--- src/rtl/cache_pkg.sv ---
`default_nettype none
// ============================================================================
// Module  : cache_pkg
// Purpose : Shared constants for the cache request arbiter slice.
//           - Default widths used by the memory interface.
//           - State encoding of the arbiter FSM.
// Revision: 1.0 - initial release
// ============================================================================
package cache_pkg;

  // Default widths shared with the memory interface
  localparam int DEF_NUM_REQ        = 4;
  localparam int DEF_KEY_WIDTH      = 64;
  localparam int DEF_VALUE_WIDTH    = 64;
  localparam int DEF_TTL_WIDTH      = 32;
  localparam int DEF_TIMEOUT_CYCLES = 255;

  // Arbiter state encoding
  localparam logic [1:0] ST_IDLE      = 2'd0;
  localparam logic [1:0] ST_ISSUE     = 2'd1;
  localparam logic [1:0] ST_WAIT_RESP = 2'd2;
  localparam logic [1:0] ST_DELIVER   = 2'd3;

  typedef enum logic [1:0] {
    IDLE      = ST_IDLE,
    ISSUE     = ST_ISSUE,
    WAIT_RESP = ST_WAIT_RESP,
    DELIVER   = ST_DELIVER
  } arb_state_e;

endpackage
`default_nettype wire

--- src/rtl/cache_req_arbiter_rr_pick.sv ---
`default_nettype none
// ============================================================================
// Module  : rr_pick
// Purpose : Purely combinational round-robin picker.
//           The search starts at last+1 and wraps modulo N.
// Ports   : req  [N-1:0]   in   request vector
//           last [IDW-1:0] in   index of the previous grant
//           gnt  [N-1:0]   out  one-hot winner (0 when no request)
//           idx  [IDW-1:0] out  index of the winner
//           any            out  at least one request present
// Revision: 1.0 - initial release
// ============================================================================
module rr_pick #(
  parameter int N   = 4,
  parameter int IDW = $clog2(N)
) (
  input  logic [N-1:0]   req,
  input  logic [IDW-1:0] last,
  output logic [N-1:0]   gnt,
  output logic [IDW-1:0] idx,
  output logic           any
);

  int unsigned    cand;
  logic [IDW-1:0] cand_id;

  // Walk offsets 1..N from the last grant.
  // Offset N lands back on last itself, so a lone requester can win
  // back-to-back.
  always_comb begin
    gnt     = '0;
    idx     = '0;
    any     = 1'b0;
    cand    = 0;
    cand_id = '0;
    for (int k = 1; k <= N; k++) begin
      cand    = (32'(last) + 32'(k)) % 32'(N);
      cand_id = IDW'(cand);
      if (!any && req[cand_id]) begin
        any          = 1'b1;
        idx          = cand_id;
        gnt[cand_id] = 1'b1;
      end
    end
  end

endmodule
`default_nettype wire

--- src/rtl/cache_req_arbiter.sv ---
`default_nettype none
// ============================================================================
// Module  : cache_req_arbiter
// Purpose : Round-robin arbiter sharing one cache command/response channel
//           among NUM_REQ requesters. Exactly one transaction is in flight.
//           The command payload is held stable until the response returns,
//           because the downstream interface samples its fields in
//           different cycles.
// Ports   : req_*   requester command side (packed per requester)
//           rsp_*   response back to the granted requester
//           cmd_*   downstream command
//           resp_*  downstream response
//           busy, grant_id  status
// Options : CACHE_ARB_WATCHDOG_EN - when defined, a WAIT_RESP watchdog of
//           TIMEOUT_CYCLES cycles delivers an error response (rsp_err=1).
//           When undefined, rsp_err is tied 0.
// Revision: 1.0 - initial release
// ============================================================================
module cache_req_arbiter
  import cache_pkg::*;
#(
  parameter int NUM_REQ        = DEF_NUM_REQ,
  parameter int KEY_WIDTH      = DEF_KEY_WIDTH,
  parameter int VALUE_WIDTH    = DEF_VALUE_WIDTH,
  parameter int TTL_WIDTH      = DEF_TTL_WIDTH,
  parameter int ID_WIDTH       = $clog2(NUM_REQ),
  parameter int TIMEOUT_CYCLES = DEF_TIMEOUT_CYCLES
) (
  input  logic                           clk,
  input  logic                           rst_n,
  // requester side
  input  logic [NUM_REQ-1:0]             req_valid,
  input  logic [NUM_REQ-1:0]             req_write,
  input  logic [NUM_REQ*KEY_WIDTH-1:0]   req_key,
  input  logic [NUM_REQ*VALUE_WIDTH-1:0] req_value,
  input  logic [NUM_REQ*TTL_WIDTH-1:0]   req_ttl,
  output logic [NUM_REQ-1:0]             req_ready,
  output logic [NUM_REQ-1:0]             rsp_valid,
  output logic                           rsp_hit,
  output logic [VALUE_WIDTH-1:0]         rsp_value,
  output logic [TTL_WIDTH-1:0]           rsp_ttl,
  output logic                           rsp_err,
  input  logic [NUM_REQ-1:0]             rsp_ready,
  // downstream side
  output logic                           cmd_valid,
  output logic                           cmd_write,
  output logic [KEY_WIDTH-1:0]           cmd_key,
  output logic [VALUE_WIDTH-1:0]         cmd_value,
  output logic [TTL_WIDTH-1:0]           cmd_ttl,
  input  logic                           cmd_ready,
  input  logic                           resp_valid,
  input  logic                           resp_hit,
  input  logic [VALUE_WIDTH-1:0]         resp_value,
  input  logic [TTL_WIDTH-1:0]           resp_ttl,
  output logic                           resp_ready,
  // status
  output logic                           busy,
  output logic [ID_WIDTH-1:0]            grant_id
);

  localparam logic [ID_WIDTH-1:0] LAST_RESET = ID_WIDTH'(NUM_REQ - 1);

  // --------------------------------------------------------------------------
  // Unpack the per-requester payloads
  // --------------------------------------------------------------------------
  logic [KEY_WIDTH-1:0]   key_arr   [NUM_REQ];
  logic [VALUE_WIDTH-1:0] value_arr [NUM_REQ];
  logic [TTL_WIDTH-1:0]   ttl_arr   [NUM_REQ];

  for (genvar gi = 0; gi < NUM_REQ; gi++) begin : g_unpack
    assign key_arr[gi]   = req_key[gi*KEY_WIDTH +: KEY_WIDTH];
    assign value_arr[gi] = req_value[gi*VALUE_WIDTH +: VALUE_WIDTH];
    assign ttl_arr[gi]   = req_ttl[gi*TTL_WIDTH +: TTL_WIDTH];
  end

  // --------------------------------------------------------------------------
  // State
  // --------------------------------------------------------------------------
  arb_state_e               state_q, state_d;
  logic [ID_WIDTH-1:0]      last_grant_q, last_grant_d;
  logic [ID_WIDTH-1:0]      grant_id_q, grant_id_d;
  logic                     cmd_valid_q, cmd_valid_d;
  logic                     cmd_write_q, cmd_write_d;
  logic [KEY_WIDTH-1:0]     cmd_key_q, cmd_key_d;
  logic [VALUE_WIDTH-1:0]   cmd_value_q, cmd_value_d;
  logic [TTL_WIDTH-1:0]     cmd_ttl_q, cmd_ttl_d;
  logic [NUM_REQ-1:0]       rsp_valid_q, rsp_valid_d;
  logic                     rsp_hit_q, rsp_hit_d;
  logic [VALUE_WIDTH-1:0]   rsp_value_q, rsp_value_d;
  logic [TTL_WIDTH-1:0]     rsp_ttl_q, rsp_ttl_d;

`ifdef CACHE_ARB_WATCHDOG_EN
  localparam int WD_W = $clog2(TIMEOUT_CYCLES + 1);
  logic [WD_W-1:0] wd_cnt_q, wd_cnt_d;
  logic            rsp_err_q, rsp_err_d;
`else
  // The watchdog limit has no meaning in this build.
  logic unused_timeout;
  assign unused_timeout = ^TIMEOUT_CYCLES;
`endif

  // --------------------------------------------------------------------------
  // Round-robin winner
  // --------------------------------------------------------------------------
  logic [NUM_REQ-1:0]  pick_gnt;
  logic [ID_WIDTH-1:0] pick_idx;
  logic                pick_any;

  rr_pick #(
    .N   (NUM_REQ),
    .IDW (ID_WIDTH)
  ) u_rr_pick (
    .req  (req_valid),
    .last (last_grant_q),
    .gnt  (pick_gnt),
    .idx  (pick_idx),
    .any  (pick_any)
  );

  // --------------------------------------------------------------------------
  // Next-state and output logic
  // --------------------------------------------------------------------------
  always_comb begin
    state_d      = state_q;
    last_grant_d = last_grant_q;
    grant_id_d   = grant_id_q;
    cmd_valid_d  = cmd_valid_q;
    cmd_write_d  = cmd_write_q;
    cmd_key_d    = cmd_key_q;
    cmd_value_d  = cmd_value_q;
    cmd_ttl_d    = cmd_ttl_q;
    rsp_valid_d  = rsp_valid_q;
    rsp_hit_d    = rsp_hit_q;
    rsp_value_d  = rsp_value_q;
    rsp_ttl_d    = rsp_ttl_q;
`ifdef CACHE_ARB_WATCHDOG_EN
    wd_cnt_d     = wd_cnt_q;
    rsp_err_d    = rsp_err_q;
`endif
    req_ready    = '0;
    resp_ready   = 1'b0;

    case (state_q)
      IDLE: begin
        req_ready = pick_gnt;
        if (pick_any) begin
          grant_id_d  = pick_idx;
          cmd_valid_d = 1'b1;
          cmd_write_d = req_write[pick_idx];
          cmd_key_d   = key_arr[pick_idx];
          cmd_value_d = value_arr[pick_idx];
          cmd_ttl_d   = ttl_arr[pick_idx];
          state_d     = ISSUE;
        end
      end

      ISSUE: begin
        if (cmd_valid_q && cmd_ready) begin
          cmd_valid_d = 1'b0;
          state_d     = WAIT_RESP;
`ifdef CACHE_ARB_WATCHDOG_EN
          wd_cnt_d    = '0;
`endif
        end
      end

      WAIT_RESP: begin
        resp_ready = resp_valid;
        if (resp_valid) begin
          // A response in the same cycle as the timeout takes priority.
          rsp_hit_d               = resp_hit;
          rsp_value_d             = resp_value;
          rsp_ttl_d               = resp_ttl;
          rsp_valid_d             = '0;
          rsp_valid_d[grant_id_q] = 1'b1;
          state_d                 = DELIVER;
`ifdef CACHE_ARB_WATCHDOG_EN
          rsp_err_d               = 1'b0;
`endif
        end
`ifdef CACHE_ARB_WATCHDOG_EN
        else if (wd_cnt_q == WD_W'(TIMEOUT_CYCLES - 1)) begin
          // Counter would reach TIMEOUT_CYCLES on this edge.
          rsp_hit_d               = 1'b0;
          rsp_value_d             = '0;
          rsp_ttl_d               = '0;
          rsp_err_d               = 1'b1;
          rsp_valid_d             = '0;
          rsp_valid_d[grant_id_q] = 1'b1;
          state_d                 = DELIVER;
        end else begin
          wd_cnt_d = wd_cnt_q + 1'b1;
        end
`endif
      end

      DELIVER: begin
        // Only the granted requester's accept completes the transaction.
        if (rsp_ready[grant_id_q]) begin
          rsp_valid_d  = '0;
          last_grant_d = grant_id_q;
          state_d      = IDLE;
        end
      end

      default: state_d = IDLE;
    endcase
  end

  // --------------------------------------------------------------------------
  // Registers
  // --------------------------------------------------------------------------
  always_ff @(posedge clk or negedge rst_n) begin
    if (!rst_n) begin
      state_q      <= IDLE;
      last_grant_q <= LAST_RESET;
      grant_id_q   <= '0;
      cmd_valid_q  <= 1'b0;
      cmd_write_q  <= 1'b0;
      cmd_key_q    <= '0;
      cmd_value_q  <= '0;
      cmd_ttl_q    <= '0;
      rsp_valid_q  <= '0;
      rsp_hit_q    <= 1'b0;
      rsp_value_q  <= '0;
      rsp_ttl_q    <= '0;
`ifdef CACHE_ARB_WATCHDOG_EN
      wd_cnt_q     <= '0;
      rsp_err_q    <= 1'b0;
`endif
    end else begin
      state_q      <= state_d;
      last_grant_q <= last_grant_d;
      grant_id_q   <= grant_id_d;
      cmd_valid_q  <= cmd_valid_d;
      cmd_write_q  <= cmd_write_d;
      cmd_key_q    <= cmd_key_d;
      cmd_value_q  <= cmd_value_d;
      cmd_ttl_q    <= cmd_ttl_d;
      rsp_valid_q  <= rsp_valid_d;
      rsp_hit_q    <= rsp_hit_d;
      rsp_value_q  <= rsp_value_d;
      rsp_ttl_q    <= rsp_ttl_d;
`ifdef CACHE_ARB_WATCHDOG_EN
      wd_cnt_q     <= wd_cnt_d;
      rsp_err_q    <= rsp_err_d;
`endif
    end
  end

  // --------------------------------------------------------------------------
  // Outputs
  // --------------------------------------------------------------------------
  assign cmd_valid = cmd_valid_q;
  assign cmd_write = cmd_write_q;
  assign cmd_key   = cmd_key_q;
  assign cmd_value = cmd_value_q;
  assign cmd_ttl   = cmd_ttl_q;
  assign rsp_valid = rsp_valid_q;
  assign rsp_hit   = rsp_hit_q;
  assign rsp_value = rsp_value_q;
  assign rsp_ttl   = rsp_ttl_q;
  assign busy      = (state_q != IDLE);
  assign grant_id  = grant_id_q;
`ifdef CACHE_ARB_WATCHDOG_EN
  assign rsp_err   = rsp_err_q;
`else
  assign rsp_err   = 1'b0;
`endif

endmodule
`default_nettype wire

--- config.mk ---
export PLATFORM = sky130hd
export DESIGN_NAME = cache_req_arbiter
export DESIGN_NICKNAME = d
export VERILOG_FILES = /design/src/rtl/cache_pkg.sv /design/src/rtl/cache_req_arbiter_rr_pick.sv /design/src/rtl/cache_req_arbiter.sv
export SDC_FILE = /design/constraint.sdc
export NUM_CORES = 1
export LEC_CHECK = 0
export ABC_AREA = 0
export ABC_CLOCK_PERIOD_IN_PS = 4700
export CELL_PAD_IN_SITES_DETAIL_PLACEMENT = 0
export CELL_PAD_IN_SITES_GLOBAL_PLACEMENT = 1
export CORE_AREA = 2 2 395 397
export CTS_CLUSTER_DIAMETER = 50
export DETAILED_ROUTE_END_ITERATION = 8
export DIE_AREA = 0 0 397 399
export PLACE_DENSITY = 0.46
export SETUP_SLACK_MARGIN = 0.3
export SLEW_MARGIN = 20
export SYNTH_ARGS = -nofsm -noshare
export SYNTH_HDL_FRONTEND = slang
export SYNTH_SLANG_ARGS = --single-unit
export TNS_END_PERCENT = 30
--- constraint.sdc ---
create_clock -name clk -period 4.7 [get_ports clk]
set_input_delay 0.94 -clock clk [delete_from_list [all_inputs] [get_ports clk]]
set_output_delay 0.94 -clock clk [all_outputs]
set_load 0.01 [all_outputs]
==> impl_results.md, run 1 <==
* Run status: complete, no violations
* Slew headroom at a little under two fifths
* Largest net degree at the start of global routing at 98
* Critical path's slowest cell: clkdlybuf4s50_1
* Yosys warnings at 0
* Final hold vios at 0
* I/O pins at 1025
* RSZ-0062 raised after global routing: yes
* Crit path launch type: input pin
* Remaining Overflow, GRT at 0
* Final ANT Viol Nets at 0
* Layer with the highest usage: met2
* Critical path startpoint: req_valid[2]
* Final nets at approximately 3600
* Buf/Inv on CP at 2
* Ys async rst share at 100%
* Switching pwr at 11600 uW
* Post-Synth Simple-Gate Area at just over 6%
* Chip width at around 400 um
* Compound-Gate Fraction of Synth Area at 39.8%
* Mux contribution to synthesized area at roughly 7.4%
* Cell breakdown of the critical path: clkdlybuf4s50_1 > or3b_1 > a2111o_1 > nand2_1 > a221oi_2 > nor2_1 > clkdlybuf4s50_1
* WL/cell at roughly 27 um
* Gate power share at roughly 62%
* Max Clock Skew at between 40 and 50 ps
* Mapped Avg Cell Area at roughly 9.2 um2
* Achievable frequency at around 0.22 GHz
* # setup viols final at 0
* Area of the mapped netlist at roughly 17000 um2
* Met3 usage at 4.12%
* Reg power frac at between 15 and 20%
* WS Path Type: input pin to primary output
* TritonCTS clock tree: done
* Cell area after layout at ~33000 um2
* GRT Resource Usage Total at ~16%
* Dominant delay contributor by cell family on the critical path: buffers and inverters
* Area of the multi-input gates at between 9000 and 10000 um2
* Pwr dens at 768 nW/um2
* Placed inst area at 30300 um2
* P_int at between 10000 and 15000 uW
* Vias in the first global route at between 20000 and 25000
* Fillers at approximately 17000
* Total CTS buffers at 68
* Worst-path maximum fanout at 11
* GR Util met2 at a little over a quarter
* DR vias/cell at between 4 and 5
* Root Buffer: clkbuf_16
* Slew Limit Fails at 0
* GPL Wtd Cong at around 0.84
* Die Y at about 400 um
* Max VDD drop at 0.541 mV
* Synth cell types at 54
* Setup_tns at 0 ps
* H-tree levels at 3
* DR iter-0 viols at between 1000 and 1500
* XOR/XNOR Fraction of Synth Area at 0%
* Initial Utilization at 11.1%
* Clock transition at path regs at roughly 50 ps
* Dpl cells at around 4800
* Non-filler instance count after layout at between 4000 and 5000
* Critical Path End Type: primary output
* Routing usage on met1 at between 10% and 20%
* Initial antenna violation count at 23
* Critical R2R Launch: last_grant_q[0]
* Crit path top cell by count: clkdlybuf4s50_1
* Switching share of total power at 45.7%
* Critical path required time at around 3800 ps
* Vias at 21500
* Clock sinks at around 270
* Post-synth net total at around 2600
* Post-Synth Adder-Cell Area at less than 1%
* Clock power share at between 20% and 30%
* Seq cells post-synth at around 270
* Leak Pwr at between 0.01 and 0.015 uW
* Register area share after synthesis at around two fifths
* Register area at about 6700 um2
* Tmin final at 4460 ps
* Area Growth Syn to Fin at 93.0%
* Cell Rows at ~140
* EDFF count, synth at 0
* Clock Path Buffers at 3
* Predominant post-synthesis flop cell: dfrtp_1
* Critical path's largest stage delay at 680 ps
* Core ar. at between 150000 and 200000 um2
* Worst Tran Pin Value at between 900 and 1000 ps
* Drt pass-1 iters at 5
* Routed WL at 131 mm
* Clk_lat worst skew at around 670 ps
* Largest family of logic cells by synthesized area: compound AO/OA/AOI/OAI gates
* Tightest Hold Check Type: input pin to asynchronous set/reset pin
* Post-Syn Instances at ~1900
* Critical path arrival at between 3000 and 4000 ps
* Drc violations at 0
* Final Cycle Share at 94.9%
* Die area at between 150000 and 200000 um2
* Hpwl dp at between 90 and 100 mm
* IO buf count at 1023
* Max Cap Viol at 0
* First-pass GRT wire length at 178 mm
* Fraction of layout cells with a size suffix above 1 at 13.0%
==> final timing paths <==
check                                end  slack (ps)  depth (start not counted)
setup / recovery            req_ready[1]         240                          7
hold / removal             rsp_value[59]         350                          1
setup reg to reg              cmd_key[5]         840                         10
hold reg to reg            rsp_value[23]         500                          1
max in group asynchronous  rsp_value[34]        3270                          2
min in group clk           rsp_value[23]         500                          1
==> worst reg2reg max path, delay by kind of cell, from the launching register on <==
kind | cells | cell delay, ps
AOI/OAI and AO/OA | 5 | 1980
DFF | 1 | 570
adders and majority gates | 1 | 340
buffers and inverters | 3 | 610
muxes | 1 | 330
==> cell usage after synthesis, types with 3 or more instances <==
library cell	count	area [um2]
buf_4	15	113
clkbuf_1	177	664
mux4_2	3	67.6
a221o_1	159	1590
o21ai_0	167	836
buf_2	50	250
nor2_1	17	63.8
a211oi_1	159	1190
dfrtp_1	267	6680
o21ai_1	3	15.0
a21o_1	4	30.0
mux2i_1	7	70.1
mux2_2	100	1130
ha_1	12	150
a21oi_1	161	806
and3_1	3	18.8
a22oi_1	4	30.0
a221oi_1	4	35.0
buf_1	3	11.3
nand3b_1	3	22.5
inv_1	8	30.0
nand2_1	15	56.3
o22ai_1	320	2000
nand3_1	160	801
==> cell type report <==
cell class	count	share of cell area (%)
Timing Repair Buffer	1154	35.5
Multi-Input combinational cell	1335	28.5
Sequential cell	269	20.5
Tap cell	2044	7.77
Clock buffer	82	5.60
Clock inverter	41	1.97
Inverter	9	0.118
Antenna cell	11	0.0836
==> what timing repair did <==
action,CTS,global route
setup buffers,2,0
pin swaps,1,0
setup endpoints to repair,4,3
hold buffers,0,0
gates cloned,0,0
resized for setup,9,2
==> metrics by stage <==
| step | hold WS [ps] | setup slack [ps] | power, uW | util [%] |
|---|---|---|---|---|
| 3_3_place_gp | 479 | 118 | 20400 | 19.7 |
| 3_5_place_dp | 482 | 191 | 20300 | 19.7 |
| 2_1_floorplan | 511 | 1170 | 11900 | - |
| 5_1_grt | 385 | 159 | 26900 | 21.4 |
| 4_1_cts | 329 | 259 | 25800 | 21.4 |
| 6_report | 351 | 240 | 25300 | 21.4 |
==> kinds of logic after synthesis <==
logic type,after synthesis
compound gates,1003
fa+ha+maj,12
buf+inv,254
flops,269
mux,110
other cells,1
simple gates,209
==> state kept, by name, summed over array words and instances, names as in the netlist <==
name          cells
rsp_ttl          32
cmd_valid         1
rsp_hit           1
state_q           2
cmd_key          64
last_grant_q      2
cmd_write         1
grant_id          2
cmd_ttl          32
rsp_valid         4
cmd_value        64
rsp_value        64
==> power by group through the flow <==
stage / Clock, uW / Sequential (uW) / Combinational [uW]
3_5_place_dp: 0 / 4310 / 16000
5_1_grt: 5500 / 4430 / 16900
2_1_floorplan: 0 / 4670 / 7240
4_1_cts: 5390 / 4310 / 16100
6_report: 5220 / 4300 / 15800
3_3_place_gp: 0 / 4310 / 16000
==> routing by layer <==
layer  wire, um  part of all wire, %  vias to the layer above
li1           -                    -                     9570
met1      54500                   41                    10800
met2      64200                   49                      960
met3       9760                  7.4                      146
met4       2920                  2.2                        6
met5         39                0.030                        -
==> cells in the final DEF (no fill, tap or decap), types with 3 or more instances in the layout <==
master | synthesis | layout
a211oi_1 | 159 | 159
a21o_1 | 4 | 3
a21oi_1 | 161 | 161
a221o_1 | 159 | 159
a221oi_2 | 0 | 4
a22oi_1 | 4 | 4
and3_1 | 3 | 3
buf_12 | 0 | 37
buf_4 | 15 | 93
bufinv_16 | 0 | 10
clkbuf_1 | 177 | 5
clkbuf_16 | 0 | 68
clkbuf_8 | 0 | 9
clkdlybuf4s50_1 | 0 | 1020
clkinv_16 | 0 | 4
clkinv_2 | 0 | 8
clkinv_4 | 0 | 8
clkinvlp_4 | 0 | 6
dfrtp_1 | 267 | 267
diode_2 | 0 | 11
ha_1 | 12 | 11
inv_1 | 8 | 8
inv_6 | 0 | 3
mux2_2 | 100 | 100
mux2i_1 | 7 | 6
mux4_2 | 3 | 3
nand2_1 | 15 | 15
nand3_1 | 160 | 160
nand3b_1 | 3 | 3
nor2_1 | 17 | 17
o21ai_0 | 167 | 167
o21ai_1 | 3 | 3
o22ai_1 | 320 | 320
(Power assumes the default switching activity.)
==> run 2: changes to the inputs <==
- CAP_MARGIN: default -> 30
==> results of run 2 <==
No change in the layout: final DEF, timing and power equal those of run 1.
==> run 3: changes to the inputs <==
- REMOVE_ABC_BUFFERS: default -> 1
==> impl_results.md, run 3 (synthesis gave the netlist of run 1 again) <==
* Dominant delay contributor by cell family on the critical path: buffers and inverters
* Critical path required time at 3760 ps (about the same)
* Buf/Inv on CP at 3 (+1)
* Worst Tran Pin Value at 927 ps (-19.3 ps)
* Max Cap Viol at 0 (unchanged)
* Chip width at 397 um (unchanged)
* RSZ-0062 raised after global routing: no
* IO buf count at 1023 (unchanged)
* Max VDD drop at 0.515 mV (-4.8%)
* # hold bufs at CTS at 0 (unchanged)
* Slew headroom at 38.2% (+1.3 points)
* Clk_lat worst skew at 660 ps (about the same)
* Fraction of layout cells with a size suffix above 1 at 12.4% (-0.56 points)
* Critical path arrival at 3290 ps (-230 ps)
* Achievable frequency at 0.236 GHz (+5.4%)
* Total CTS buffers at 73 (+7.4%)
* WL/cell at 25.1 um (-5.6%)
* DR iter-0 viols at 1236 (-8.7%)
* DR vias/cell at 4.29 (-1.4%)
* Leading cell type in the layout, fill and taps excluded: clkdlybuf4s50_1
* Remaining Overflow, GRT at 0 (unchanged)
* Worst slack, placed at 381 ps (+190 ps)
* Clock Path Buffers at 3 (unchanged)
* Cell breakdown of the critical path: clkdlybuf4s50_1 > mux4_2 > buf_4 > a22oi_1 > nor2_1 > a221oi_1 > nor2_1 > clkdlybuf4s50_1
* Clock transition at path regs at 60 ps (about the same)
* First-pass GRT wire length at 170 mm (-4.5%)
* Final Worst Setup Slack at 466 ps (+227 ps)
* Initial Utilization at 11.1% (unchanged)
* # setup viols final at 0 (unchanged)
* Root Buffer: clkbuf_16
* Min Hold Slack at 277 ps (-73.2 ps)
* TritonCTS clock tree: done
* I/O pins at 1025 (unchanged)
* Critical R2R Launch: last_grant_q[1]
* Largest net degree at the start of global routing at 88 (-10%)
* Vias in the first global route at 21500 (-0.80%)
* Cell Rows at 144 (unchanged)
* Final Cycle Share at 90.1% (-4.8 points)
* GPL Wtd Cong at 0.797 (-4.6%)
* Final hold vios at 0 (unchanged)
* Slew Limit Fails at 0 (unchanged)
* Critical path's slowest cell: clkdlybuf4s50_1
* Max Clock Skew at 54.8 ps (+8.67 ps)
* Leak Pwr at 0.0117 uW (-0.87%)
* Crit path launch type: input pin
* Crit path depth at 8 (+1)
* H-tree levels at 3 (unchanged)
* Die area at 158000 um2 (unchanged)
* Initial antenna violation count at 29 (+26%)
* Tmin final at 4230 ps (-227 ps)
* GRT Resource Usage Total at 14.8% (-0.93 points)
* Tightest Hold Check Type: input pin to asynchronous set/reset pin
* Placed inst area at 30200 um2 (-0.46%)
* Area Growth Syn to Fin at 92.1%
* Clock sinks at 269 (unchanged)
* Drc violations at 0 (unchanged)
* Final ANT Viol Nets at 0 (unchanged)
* Most frequent cells in the layout: clkdlybuf4s50_1 (1021), o22ai_1 (320), dfrtp_1 (267), o21ai_0 (167), a21oi_1 (161)
* Vias at 21200 (-1.4%)
* Util after Layout at 21.3% (-0.10 points)
* R2R cell count at 12 (+2)
* Critical path's largest stage delay at 580 ps (-100 ps)
* Critical path startpoint: req_valid[0]
* Final nets at 3590 (-0.33%)
* WS Path Type: input pin to primary output
* Die Y at 399 um (unchanged)
* Pwr dens at 754 nW/um2 (-1.8%)
* Routed WL at 124 mm (-5.6%)
* Run status: complete, no violations
* Critical Path End Type: primary output
* Worst-path maximum fanout at 11 (unchanged)
* Cell area after layout at 32800 um2 (-0.49%)
* Drt pass-1 iters at 4 (-1)
* Core ar. at 154000 um2 (unchanged)
* Hpwl dp at 91.2 mm (-8.4%)
* Setup_tns at 0 ps (unchanged)
-- run 3: worst reg2reg max path: cells and delay by family (launching register included) --
kind	cells	cell delay, ps
mux	2	270
buf+inv	5	810
compound gates	4	1650
fa+ha+maj	1	290
flops	1	550
-- run 3: final timing paths --
| kind | end | slack [ps] |
|---|---|---|
| max in group asynchronous | cmd_ttl[21] | 3400 |
| worst max register to register | cmd_key[23] | 1050 |
| min in group clk | rsp_valid[0] | 480 |
| worst min register to register | rsp_valid[0] | 480 |
| worst min-delay path | cmd_value[32] | 280 |
| worst max-delay path | req_ready[0] | 470 |
-- run 3: cell type report --
cell class	instances	area [um2]
clock buffer	93	1970
sequential	269	6730
fill	16800	121000
clock inverter	41	512
inverter	9	38.8
tap	2044	2560
timing repair buffer	1137	11600
antenna	16	40.0
multi-input combinational	1335	9340
-- run 3: where the power goes --
group          switching (uW)  internal [uW]
Sequential                763           3530
Combinational            8630           6610
Clock                    1830           3330
Total                   11200          13500
-- run 3: what timing repair did --
action / CTS / global route
buffers inserted: 1 / 0
resized for setup: 2 / 6
endpoints found under the setup margin: 4 / 4
-- run 3: stage by stage --
stage	power, uW	std cells
6_report	24700	4944
3_3_place_gp	19800	4793
3_5_place_dp	19800	4793
5_1_grt	26300	4944
4_1_cts	25100	4928
2_1_floorplan	11500	1613
-- run 3: per-layer routing --
layer	up-vias	global-route usage [%]	part of all wire, %
li1	9546	-	-
met1	10600	17.1	39
met2	906	25.5	50
met3	147	4.67	8.2
met4	16	5.45	2.5
met5	-	0	0.081
